## src/rtl/multicycle_ctrl.sv

```systemverilog
// multicycle_ctrl: multi-cycle control FSM for the SimpleCPU datapath.
// Sequences FETCH / DECODE / EXEC / MEMRD / MEMWR / WB and a sticky FAULT state,
// and drives the datapath selects and enables from the current state.
// Optional feature: define CTRL_PERF_CNT_EN to build the cycleCount/instRetired
// performance counters; without it both ports read 0 and no counter flops exist.
// Memory handshake: memReq stays high until memReady is sampled high; the access
// completes in that same cycle. memReady while memReq is low is ignored.
module multicycle_ctrl #(
   parameter int unsigned MEM_TIMEOUT = 15
) (
   input  logic        clk,
   input  logic        rst_n,
   input  logic [6:0]  opcode,
   input  logic [2:0]  funct3,
   input  logic        funct7b5,
   input  logic        aluZero,
   input  logic        memReady,
   output logic        memReq,
   output logic        memWrite,
   output logic        iOrD,
   output logic        irWrite,
   output logic        pcWrite,
   output logic        pcSrc,
   output logic        regWrite,
   output logic        memToReg,
   output logic        aluSrcA,
   output logic [1:0]  aluSrcB,
   output logic [1:0]  aluOp,
   output logic        fault,
   output logic        retire,
   output logic [31:0] cycleCount,
   output logic [31:0] instRetired
);

   typedef enum logic [2:0] {
      S_FETCH  = 3'd0,
      S_DECODE = 3'd1,
      S_EXEC   = 3'd2,
      S_MEMRD  = 3'd3,
      S_MEMWR  = 3'd4,
      S_WB     = 3'd5,
      S_FAULT  = 3'd6
   } state_e;

   localparam logic [6:0] OP_RTYPE  = 7'b0110011;
   localparam logic [6:0] OP_ADDI   = 7'b0010011;
   localparam logic [6:0] OP_LW     = 7'b0000011;
   localparam logic [6:0] OP_SW     = 7'b0100011;
   localparam logic [6:0] OP_BRANCH = 7'b1100011;
   // Last wait cycle that may still be rescued by memReady.
   localparam logic [7:0] TMO_LAST  = 8'(MEM_TIMEOUT - 1);

   state_e     state_q, state_d;
   logic [7:0] tmo_q, tmo_d;
   logic       wb_mem_q, wb_mem_d;

   logic is_rtype, is_addi, is_lw, is_sw, is_branch;
   logic br_funct_ok, op_legal, br_taken;
   logic req_s, wait_s, tmo_hit;

   // funct7b5 only steers the ALU decoder; the sequence never depends on it.
   logic unused_funct7b5;
   assign unused_funct7b5 = funct7b5;

   assign is_rtype    = (opcode == OP_RTYPE);
   assign is_addi     = (opcode == OP_ADDI);
   assign is_lw       = (opcode == OP_LW);
   assign is_sw       = (opcode == OP_SW);
   assign is_branch   = (opcode == OP_BRANCH);
   assign br_funct_ok = (funct3 == 3'b000) || (funct3 == 3'b001);
   assign op_legal    = is_rtype || is_addi || is_lw || is_sw || (is_branch && br_funct_ok);
   assign br_taken    = ((funct3 == 3'b000) && aluZero) || ((funct3 == 3'b001) && !aluZero);

   assign req_s   = (state_q == S_FETCH) || (state_q == S_MEMRD) || (state_q == S_MEMWR);
   assign wait_s  = req_s && !memReady;
   assign tmo_hit = wait_s && (tmo_q == TMO_LAST);

   // State register, memory timeout counter and writeback-source flag.
   always_ff @(posedge clk) begin
      if (!rst_n) begin
         state_q  <= S_FETCH;
         tmo_q    <= '0;
         wb_mem_q <= 1'b0;
      end else begin
         state_q  <= state_d;
         tmo_q    <= tmo_d;
         wb_mem_q <= wb_mem_d;
      end
   end

   // Next-state logic; a handshake in the final wait cycle beats the timeout.
   always_comb begin
      state_d  = state_q;
      tmo_d    = wait_s ? (tmo_q + 8'd1) : 8'd0;
      wb_mem_d = wb_mem_q;
      case (state_q)
         S_FETCH: begin
            if (memReady)     state_d = S_DECODE;
            else if (tmo_hit) state_d = S_FAULT;
         end
         S_DECODE: state_d = op_legal ? S_EXEC : S_FAULT;
         S_EXEC: begin
            wb_mem_d = is_lw;
            if (is_rtype || is_addi) state_d = S_WB;
            else if (is_lw)          state_d = S_MEMRD;
            else if (is_sw)          state_d = S_MEMWR;
            else if (is_branch)      state_d = S_FETCH;
            else                     state_d = S_FAULT;
         end
         S_MEMRD: begin
            if (memReady)     state_d = S_WB;
            else if (tmo_hit) state_d = S_FAULT;
         end
         S_MEMWR: begin
            if (memReady)     state_d = S_FETCH;
            else if (tmo_hit) state_d = S_FAULT;
         end
         S_WB:    state_d = S_FETCH;
         S_FAULT: state_d = S_FAULT;
         default: state_d = S_FAULT;
      endcase
   end

   // Datapath controls decoded from state; everything is held low during reset.
   always_comb begin
      memReq   = 1'b0;
      memWrite = 1'b0;
      iOrD     = 1'b0;
      irWrite  = 1'b0;
      pcWrite  = 1'b0;
      pcSrc    = 1'b0;
      regWrite = 1'b0;
      memToReg = 1'b0;
      aluSrcA  = 1'b0;
      aluSrcB  = 2'b00;
      aluOp    = 2'b00;
      fault    = 1'b0;
      retire   = 1'b0;
      if (rst_n) begin
         case (state_q)
            S_FETCH: begin
               memReq  = 1'b1;
               aluSrcB = 2'b01;
               irWrite = memReady;
               pcWrite = memReady;
            end
            S_DECODE: aluSrcB = 2'b10;
            S_EXEC: begin
               aluSrcA = 1'b1;
               if (is_rtype) begin
                  aluOp = 2'b10;
               end else if (is_addi) begin
                  aluSrcB = 2'b10;
                  aluOp   = 2'b10;
               end else if (is_lw || is_sw) begin
                  aluSrcB = 2'b10;
               end else if (is_branch) begin
                  aluOp   = 2'b01;
                  retire  = 1'b1;
                  pcWrite = br_taken;
                  pcSrc   = br_taken;
               end
            end
            S_MEMRD: begin
               memReq = 1'b1;
               iOrD   = 1'b1;
            end
            S_MEMWR: begin
               memReq   = 1'b1;
               memWrite = 1'b1;
               iOrD     = 1'b1;
               retire   = memReady;
            end
            S_WB: begin
               regWrite = 1'b1;
               memToReg = wb_mem_q;
               retire   = 1'b1;
            end
            S_FAULT: fault = 1'b1;
            default: fault = 1'b1;
         endcase
      end
   end

`ifdef CTRL_PERF_CNT_EN
   logic [31:0] cyc_q, ret_q;

   // Free-running cycle and retired-instruction counters, wrapping at 2^32.
   always_ff @(posedge clk) begin
      if (!rst_n) begin
         cyc_q <= '0;
         ret_q <= '0;
      end else begin
         cyc_q <= cyc_q + 32'd1;
         if (retire) ret_q <= ret_q + 32'd1;
      end
   end

   assign cycleCount  = rst_n ? cyc_q : 32'd0;
   assign instRetired = rst_n ? ret_q : 32'd0;
`else
   assign cycleCount  = 32'd0;
   assign instRetired = 32'd0;
`endif

endmodule

```

## config.mk

```make
export PLATFORM = sky130hd
export DESIGN_NAME = multicycle_ctrl
export DESIGN_NICKNAME = d
export VERILOG_FILES = /design/src/rtl/multicycle_ctrl.sv
export SDC_FILE = /design/constraint.sdc
export NUM_CORES = 1
export LEC_CHECK = 0
export CORE_ASPECT_RATIO = 0.8
export CORE_MARGIN = 2
export CORE_UTILIZATION = 36
export DETAILED_ROUTE_END_ITERATION = 8
export PLACE_DENSITY = 0.85
export SLEW_MARGIN = 0
export SYNTH_ARGS = -nofsm -noshare
export SYNTH_HDL_FRONTEND = slang
export SYNTH_SLANG_ARGS = --single-unit
export TNS_END_PERCENT = 10
```

## constraint.sdc

```tcl
create_clock -name clk -period 1.9 [get_ports clk]
set_input_delay 0.38 -clock clk [delete_from_list [all_inputs] [get_ports clk]]
set_output_delay 0.38 -clock clk [all_outputs]
set_load 0.05 [all_outputs]
```

== After elaboration in Yosys (flattened, before gate mapping) ==
Index checks and enable logic that the tools add are counted.
Word-level totals
  bits in registers: 12
  latch bits: 0
  RAM bits: 0
  memory bits (read-only): 0
  input port bits: 15
  output and inout port bits: 79
  word-level logic and storage cells: 89
  memories: 0
Cells by class
  add/subtract/negate cells: 1
  multipliers: 0
  divide/modulo/power cells: 0
  order comparisons: 0
  eq/ne operators: 12
  shifts and indexed selects: 0
  mux-type cells: 51
  bitwise operators: 0
  reductions and logical operators: 22
Operators by type and width (number)
  1-bit two-way mux: 30
  3-bit two-way mux: 9
  3-bit one-hot mux with 6 select lines: 1
  2-bit two-way mux: 8
  7-bit by 6-bit equality test with 1-bit output, second input constant: 2
  1-bit logical OR: 9
  8-bit by 1-bit adder with 8-bit output, second input constant: 1
  8-bit by 4-bit equality test with 1-bit output, second input constant: 1
  7-bit by 2-bit equality test with 1-bit output, second input constant: 1
  7-bit by 5-bit equality test with 1-bit output, second input constant: 1
  7-bit equality test, second input constant: 1
  3-bit by 1-bit equality test with 1-bit output, second input constant: 2
  3-bit by 2-bit equality test with 1-bit output, second input constant: 2
  3-bit equality test, second input constant: 2
  3-bit logical NOT: 2
  2-bit one-hot mux with 3 select lines: 1
  6-bit OR reduction: 1
  1-bit logical AND: 5
  1-bit one-hot mux with 3 select lines: 1
  3-bit OR reduction: 1
  1-bit logical NOT: 2
  1-bit one-hot mux with 2 select lines: 1
  2-bit AND reduction: 1
  2-bit OR reduction: 1

== Depth between registers and ports, before layout ==
Gate-level depths: netlist of run 1.
  depth in word-level cells: 9
  gate-level depth with buffers: 6
  depth with buffers taken out: 6

== Worst setup path after synthesis of run 1 ==
OpenSTA, ideal clock, no wires.
  path type: input to output
  start: input rst_n
  end: output pcWrite
  data arrival time: 2982 ps
  required time: 1520 ps
  slack: -1462 ps
  stages on the path: 5
  path buffers: 1
  path through: buf_2 nor2b_1 and2_1 nand3_1 o41ai_1
On the way
  longest elaborated chain between the ends: 1
RTL lines
  start, declared: RTL line 12  | input logic rst_n,
  1-bit two-way mux: RTL line 139  | if (rst_n) begin
  end, declared: RTL line 22  | output logic pcWrite,
Every way passes these cells.

== Worst setup path in the final report of run 1 ==
  start: input funct3[0]
  end: output pcWrite
On the way
  longest elaborated chain between the ends: 9
  elaborated cells between the ends (all ways): 11
  those cells by class: 1 x eq/ne; 6 x mux; 4 x reduce/logical
RTL lines
  start, declared: RTL line 14  | input logic [2:0] funct3,
  3-bit by 1-bit equality test with 1-bit output or 3-bit logical NOT (tied branches): RTL line 72  | assign br_taken = ((funct3 == 3'b000) && aluZero) || ((funct3 == 3'b001) && !aluZero);
  1-bit logical AND: RTL line 72
  1-bit logical OR (*): RTL line 72
  1-bit two-way mux (*): RTL line 157  | end else if (is_branch) begin
  1-bit two-way mux (*): RTL line 155  | end else if (is_lw || is_sw) begin
  1-bit two-way mux (*): RTL line 152  | end else if (is_addi) begin
  1-bit two-way mux (*): RTL line 150  | if (is_rtype) begin
  1-bit one-hot mux with 2 select lines (*): RTL line 140  | case (state_q)
  1-bit two-way mux (*): RTL line 139
Every way passes the cells marked *; elsewhere a longest branch is shown, timed or not.

==> results.md, run 1 <==
* Status: complete, but fails checks
* Failing checks: negative setup slack
* Critical path launch point: funct3[0]
* Main combinational cell family by area after synthesis: buffers and inverters
* Min Hold Slack at ~480 ps
* Ys async rst share at 0
* Simple-gate share of the synthesized area at 0.2589
* Worst Setup EP: pcWrite
* Synth Area in XOR/XNOR at 0.04483
* Clock slew at reported path FFs at about 50 ps
* Commonest cells post-synth: buf_4, nor2_1, dfxtp_1, nand2_1, nand3_1
* Crit-path max cell delay at ~460 ps
* GR Layer Usage met2 at 0.2247
* Starting Density at 0.3668
* Num rows at 20
* Placed Area at around 0.0018 mm²
* GRT Total Usage at 0.1270
* Final Power at approximately 1.8 mW
* Vias in the first global route at 1,045
* Met3 usage at 0.03912
* Leak Pwr at between 0.8 and 0.9 nW
* Worst R2R Start: tmo_q[0]$_SDFF_PN0_
* Pwr/cell area at between 900 and 1000 mW/mm²
* Crit Path Max Fanout at 2
* Syn-to-layout area delta at 34.77%
* Synth warnings at 0
* Achievable Freq at between 0.5 and 0.6 GHz
* CTS tree: yes
* Mux contribution to synthesized area at 0.007319
* First-pass GRT wire length at around 4.3 mm
* Synth Area in Adders at 0.01830
* Synth unique cells at 39
* Initial antenna violation count at 0
* Drt wl/cell at between 10 and 15 µm
* FF-to-FF End: state_q[2]$_SDFF_PN0_
* CP max stage cell: clkdlybuf4s50_1
* Cells after Synth at about 180
* Worst hold path class: reg2reg
* #FFs+latches synth at 12
* Hpwl dp at 2.200 mm
* Reg2reg setup slack at 110 ps
* Most numerous cell in the Yosys netlist: buf_4
* Via density per instance at roughly 4.2
* First-pass iteration count of the detailed router at 4
* RSZ-0062 raised after global routing: true
* Initial DRC Count at between 40 and 50
* Final WS setup at -72.80 ps
* M1 GR Usage at 0.1392
* Routed Antenna Nets at 0
* Final period utilization at 1.038
* Worst Setup End Kind: primary output
* Ant diodes at 0
* CP arrival at around 1600 ps
* Ratio of cells with drive above 1 in the final layout at 0.2679
* Worst VDD drop at 0.0003462 V
* Root Driver: clkbuf_8
* Max_cap viols at 0
* Startpoint class of the critical path: primary input
* Std-Cell Core Area at 0.003729 mm²
* Filler cells at roughly 340
* Htree depth at 1
* Final WL at around 2.7 mm
* Post-layout util at 0.4943
* Setup Skew at between 4 and 5 ps
* Endpoints failing setup at 3
* Port Buffers at 28
* Critical path required time at approximately 1500 ps
* Die Area at around 0.0043 mm²
* Gpl congestion at around 0.83
* Leading area contributor after synthesis: buf_4
* IO Count at 94
* Slew Limit Fails at 0
* FF-to-FF path depth at 6
* Dominant cells by area after synthesis: buf_4, dfxtp_1, nor2_1
* Place WS at -492.5 ps
* Synth Flop Type: dfxtp_1
* Die width at approximately 73 µm
* Num Clock Sinks at 12
* Die H at approximately 59 µm
* Peak-usage layer in the global routing report: met2
* Cell area after layout at 0.001843 mm²
* Worst skew pair latency at approximately 240 ps
* Sequential share of the synthesized area at 0.1757
* Final Hold Vio Count at 0
* Syn Std Cell Area at roughly 0.0014 mm²
* Largest net degree at the start of global routing at 15
* Crit path kind: in2out
* Total gr overflow at 0
* Vias at approximately 1,100
* Clock buffer count from CTS at 3
* Synth top area share at 0.3568
* Number of enable flip-flop cells after synthesis at 0
* # DRC at 0
* Max Root-Sink Buffers at 2
* Minimum clock period at about 2000 ps
* Hold Buf Count CTS at 0
* Post-synthesis compound-gate area fraction at 0.1089
* Ordered cell list for the critical path: clkdlybuf4s50_1, xnor2_2, o41ai_4, buf_12
* Average cell area after synthesis at approximately 7.5 µm²
* Layout Nets at around 240
power by group:
part	switching, mW	internal [mW]
clock	0.0889	0.183
sequential	0.0194	0.283
combinational	0.778	0.436
total	0.886	0.902
area by class of cell:
| class | instances | area, µm² | share of cell area |
|---|---|---|---|
| inverter | 4 | 15.01 | 0.008147 |
| tap | 44 | 55.05 | 0.02987 |
| sequential | 12 | 240.2 | 0.1303 |
| clock buffer | 4 | 55.05 | 0.02987 |
| timing repair buffer | 45 | 546.8 | 0.2967 |
| multi-input combinational | 159 | 930.9 | 0.5051 |
critical path: cells and delay by family:
family	cells	cell delay (ps)
buffers and inverters	2	640
AOI/OAI and AO/OA	1	360
xor gates and xnor gates	1	210
through the flow:
stage               instances  TNS, ps
global placement          263    -2305
floorplan                 245   -725.4
finish                    268   -136.2
detailed placement        263    -2610
CTS                       268   -264.5
global route              268   -361.9
sequential cells by signal (all words and copies together) (netlist names):
register,count
state_q,3
tmo_q,8
wb_mem_q,1
how the worst min path moves through the flow:
stage               cells after the start  slack (ps)             endpoint                 from
global route                            1         520  tmo_q[0]$_SDFF_PN0_  tmo_q[0]$_SDFF_PN0_
finish                                  1         480  tmo_q[0]$_SDFF_PN0_  tmo_q[0]$_SDFF_PN0_
detailed placement                      1         480  tmo_q[0]$_SDFF_PN0_  tmo_q[0]$_SDFF_PN0_
global placement                        1         460  tmo_q[0]$_SDFF_PN0_  tmo_q[0]$_SDFF_PN0_
floorplan                               1         440  tmo_q[0]$_SDFF_PN0_  tmo_q[0]$_SDFF_PN0_
CTS                                     1         490  tmo_q[0]$_SDFF_PN0_  tmo_q[0]$_SDFF_PN0_
routing by layer:
metal  routed length, µm  vias up
met5                   0        -
met4                  47        0
met3                 205        6
met2                1389       54
met1                1057      517
li1                    -      555
layout by cell type (no fill, tap or decap), types with 3 or more instances in the layout:
cell and n:
dfxtp_1 12, nor2_1 13, buf_4 17, conb_1 64, nor3_1 3, and2_1 3
o21ai_0 3, nand2b_1 6, nand2_1 10, a21oi_1 4, clkbuf_8 4, buf_12 15
xor2_1 4, clkdlybuf4s50_1 6, nand3_1 7, nor2b_1 3, inv_1 4, dlygate4sd2_1 3
cell families after synthesis:
logic type | Yosys count
fa+ha+maj | 2
xor+xnor | 7
buf+inv | 74
mux | 1
compound gates | 21
flops | 12
simple gates | 64
other cells | 1
repair_timing:
item	CTS	global route
resized for setup	17	4
setup buffers	1	0
endpoints found under the setup margin	11	7
pin swaps	5	5
hold endpoints to repair	0	0
(Power assumes the default switching activity.)
==> run 2, diff against run 1 <==
--- a/config.mk
+++ b/config.mk
@@ -6,9 +6,10 @@
 export NUM_CORES = 1
 export LEC_CHECK = 0
 export CORE_ASPECT_RATIO = 0.8
-export CORE_MARGIN = 2
+export CORE_MARGIN = 4
 export CORE_UTILIZATION = 36
 export DETAILED_ROUTE_END_ITERATION = 8
+export GPL_TIMING_DRIVEN = 0
 export PLACE_DENSITY = 0.85
 export SLEW_MARGIN = 0
 export SYNTH_ARGS = -nofsm -noshare
==> run 2 against run 1 <==
The run still ends with negative setup slack left. Critical path depth rose by 3. Largest cell class unchanged. Highest routed layer unchanged. Sequential share of layout area fell by 1.3 points. First-iteration DRC count fell by 31%. Hold slack improved by 11 ps. Clock power fell by 18%. Clock skew fell by 3.8 ps. Combinational power fell by 9%.
==> results.md, run 2 (synthesis results as in run 1) <==
* IO Count at 94 (unchanged)
* Largest net degree at the start of global routing at 11 (-4)
* Clock slew at reported path FFs at 50 ps (about the same)
* Gpl congestion at 0.8320 (about the same)
* Num rows at 19 (-5.0%)
* Routed Antenna Nets at 0 (unchanged)
* Worst Setup End Kind: primary output
* Final Hold Vio Count at 0 (unchanged)
* Worst skew pair latency at 230 ps (about the same)
* Hold Buf Count CTS at 0 (unchanged)
* Std-Cell Core Area at 0.003542 mm² (-5.0%)
* Place WS at -1145 ps (-652.0 ps)
* Ratio of cells with drive above 1 in the final layout at 0.4014 (+0.1336)
* Worst VDD drop at 0.0004695 V (+36%)
* CP max stage cell: dlygate4sd2_1
* Ant diodes at 0 (unchanged)
* Max_cap viols at 0 (unchanged)
* Initial antenna violation count at 0 (unchanged)
* Die H at 63.13 µm (+6.8%)
* Syn-to-layout area delta at 51.05%
* Minimum clock period at 1956 ps (-17.29 ps)
* GRT Total Usage at 0.1131 (-0.01392)
* Startpoint class of the critical path: primary input
* CP arrival at 1580 ps (about the same)
* Vias in the first global route at 1,048 (+0.29%)
* RSZ-0062 raised after global routing: true
* Total gr overflow at 0 (unchanged)
* Final WS setup at -55.52 ps (+17.29 ps)
* Port Buffers at 28 (unchanged)
* Biggest regs: tmo_q: 8 flops, state_q: 3 flops, wb_mem_q: 1 flops
* Achievable Freq at 0.5114 GHz (+0.88%)
* Cell area after layout at 0.002066 mm² (+12%)
* Layout Nets at 298 (+23%)
* Register area at 241.5 µm² (+0.52%)
* Critical path required time at 1520 ps (about the same)
* Max reg flops at 8 (unchanged)
* Setup Skew at 0.4008 ps (-3.816 ps)
* Max Root-Sink Buffers at 2 (unchanged)
* Vias at 1,230 (+8.7%)
* Worst hold path class: reg2reg
* Final WL at 2.978 mm (+10%)
* CP dominant cell by count: buf_6
* Starting Density at 0.3861 (+0.01930)
* Multi-input logic area at 924.6 µm² (-0.67%)
* Slew Limit Fails at 0 (unchanged)
* First-pass iteration count of the detailed router at 4 (unchanged)
* CTS tree: yes
* Crit Path Max Fanout at 7 (+5)
* Final period utilization at 1.029 (-0.009099)
* Hpwl dp at 2.499 mm (+14%)
* Die width at 76.91 µm (+5.5%)
* Num Clock Sinks at 12 (unchanged)
* Most frequent cells in the layout: buf_4, conb_1, nor2_1
* Via density per instance at 3.832 (-9.3%)
* Leak Pwr at 1.106 nW (+30%)
* Clock buffer count from CTS at 3 (unchanged)
* Crit-path max cell delay at 230 ps (-230 ps)
* Status: complete, but fails checks
* Most flops, register: tmo_q
* Pwr/cell area at 798.3 mW/mm² (-18%)
* Die Area at 0.004855 mm² (+13%)
* Ordered cell list for the critical path: dlygate4sd2_1, buf_6, nor2b_1, and2_4, nand3_4, o41ai_4, buf_6
* Failing checks: negative setup slack
* Filler cells at 347 (+0.87%)
* Final setup TNS at -98.74 ps (+37.45 ps)
* Crit path kind: in2out
* Root Driver: clkbuf_8
* Placed Area at 0.002008 mm² (+13%)
* Htree depth at 1 (unchanged)
* Endpoints failing setup at 2 (-1)
* Drt wl/cell at 9.277 µm (-7.9%)
* Most common cell after layout, fill and taps aside: buf_4
* First-pass GRT wire length at 4.595 mm (+6.7%)
* # DRC at 0 (unchanged)
* Initial DRC Count at 29 (-31%)
## run 2: cell types whose count changed in the layout (fill, tap and decap cells not counted), sizes merged
cell           before  now
buf                36   81
clkbuf              4    9
clkdlybuf4s15       0    4
clkdlybuf4s50       6    4
dlygate4sd2         3    5
dlymetal6s2s        0    1
## run 2: path summary, 6_finish.rpt
kind,startpoint,depth (start not counted),endpoint,slack (ps)
worst min-delay path,wb_mem_q$_SDFFE_PN0P_,2,wb_mem_q$_SDFFE_PN0P_,490
worst max-delay path,rst_n,7,pcWrite,-60
worst min register to register,wb_mem_q$_SDFFE_PN0P_,2,wb_mem_q$_SDFFE_PN0P_,490
worst max register to register,tmo_q[1]$_SDFF_PN0_,5,state_q[2]$_SDFF_PN0_,100
## run 2: worst max-delay path: cells and delay by family
family                 cells  cell delay (ps)
buffers and inverters      3              560
AND/OR/NAND/NOR            3              400
AO/OA/AOI/OAI              1              230
## run 2: cell type report
class / instances / area share
tap: 42 / 0.02544
multi-input combinational: 159 / 0.4476
timing repair buffer: 32 / 0.1333
clock buffer: 3 / 0.01999
buffer: 69 / 0.2495
sequential: 12 / 0.1169
inverter: 4 / 0.007268
## run 2: report_power, final
part           internal (mW)  switching (mW)  leakage, nW
Clock                  0.139          0.0854       0.0216
Combinational          0.362           0.740        0.987
Sequential             0.286          0.0370       0.0978
## run 2: per-layer routing
layer  track usage  share of wire  vias up
met1        0.1318           0.40      514
met5             0              0        -
li1              -              -      670
met4       0.02036         0.0034        0
met3       0.04843          0.097        2
met2        0.1946           0.50       44
## run 2: per-stage QoR
step                      total power, mW  instances    util  hold WS [ps]
after global placement              1.409        315  0.5669         462.2
after floorplan                     1.220        245       -         441.0
after CTS                           1.636        321  0.5839         486.8
after detailed placement            1.415        315  0.5669         476.3
final                               1.649        321  0.5832         489.1
after global routing                1.753        321  0.5832         510.4
## run 2: timing repair
item | CTS | global route
pin swaps | 4 | 1
resized for setup | 84 | 18
buffers inserted | 4 | 0
endpoints found under the setup margin | 15 | 14
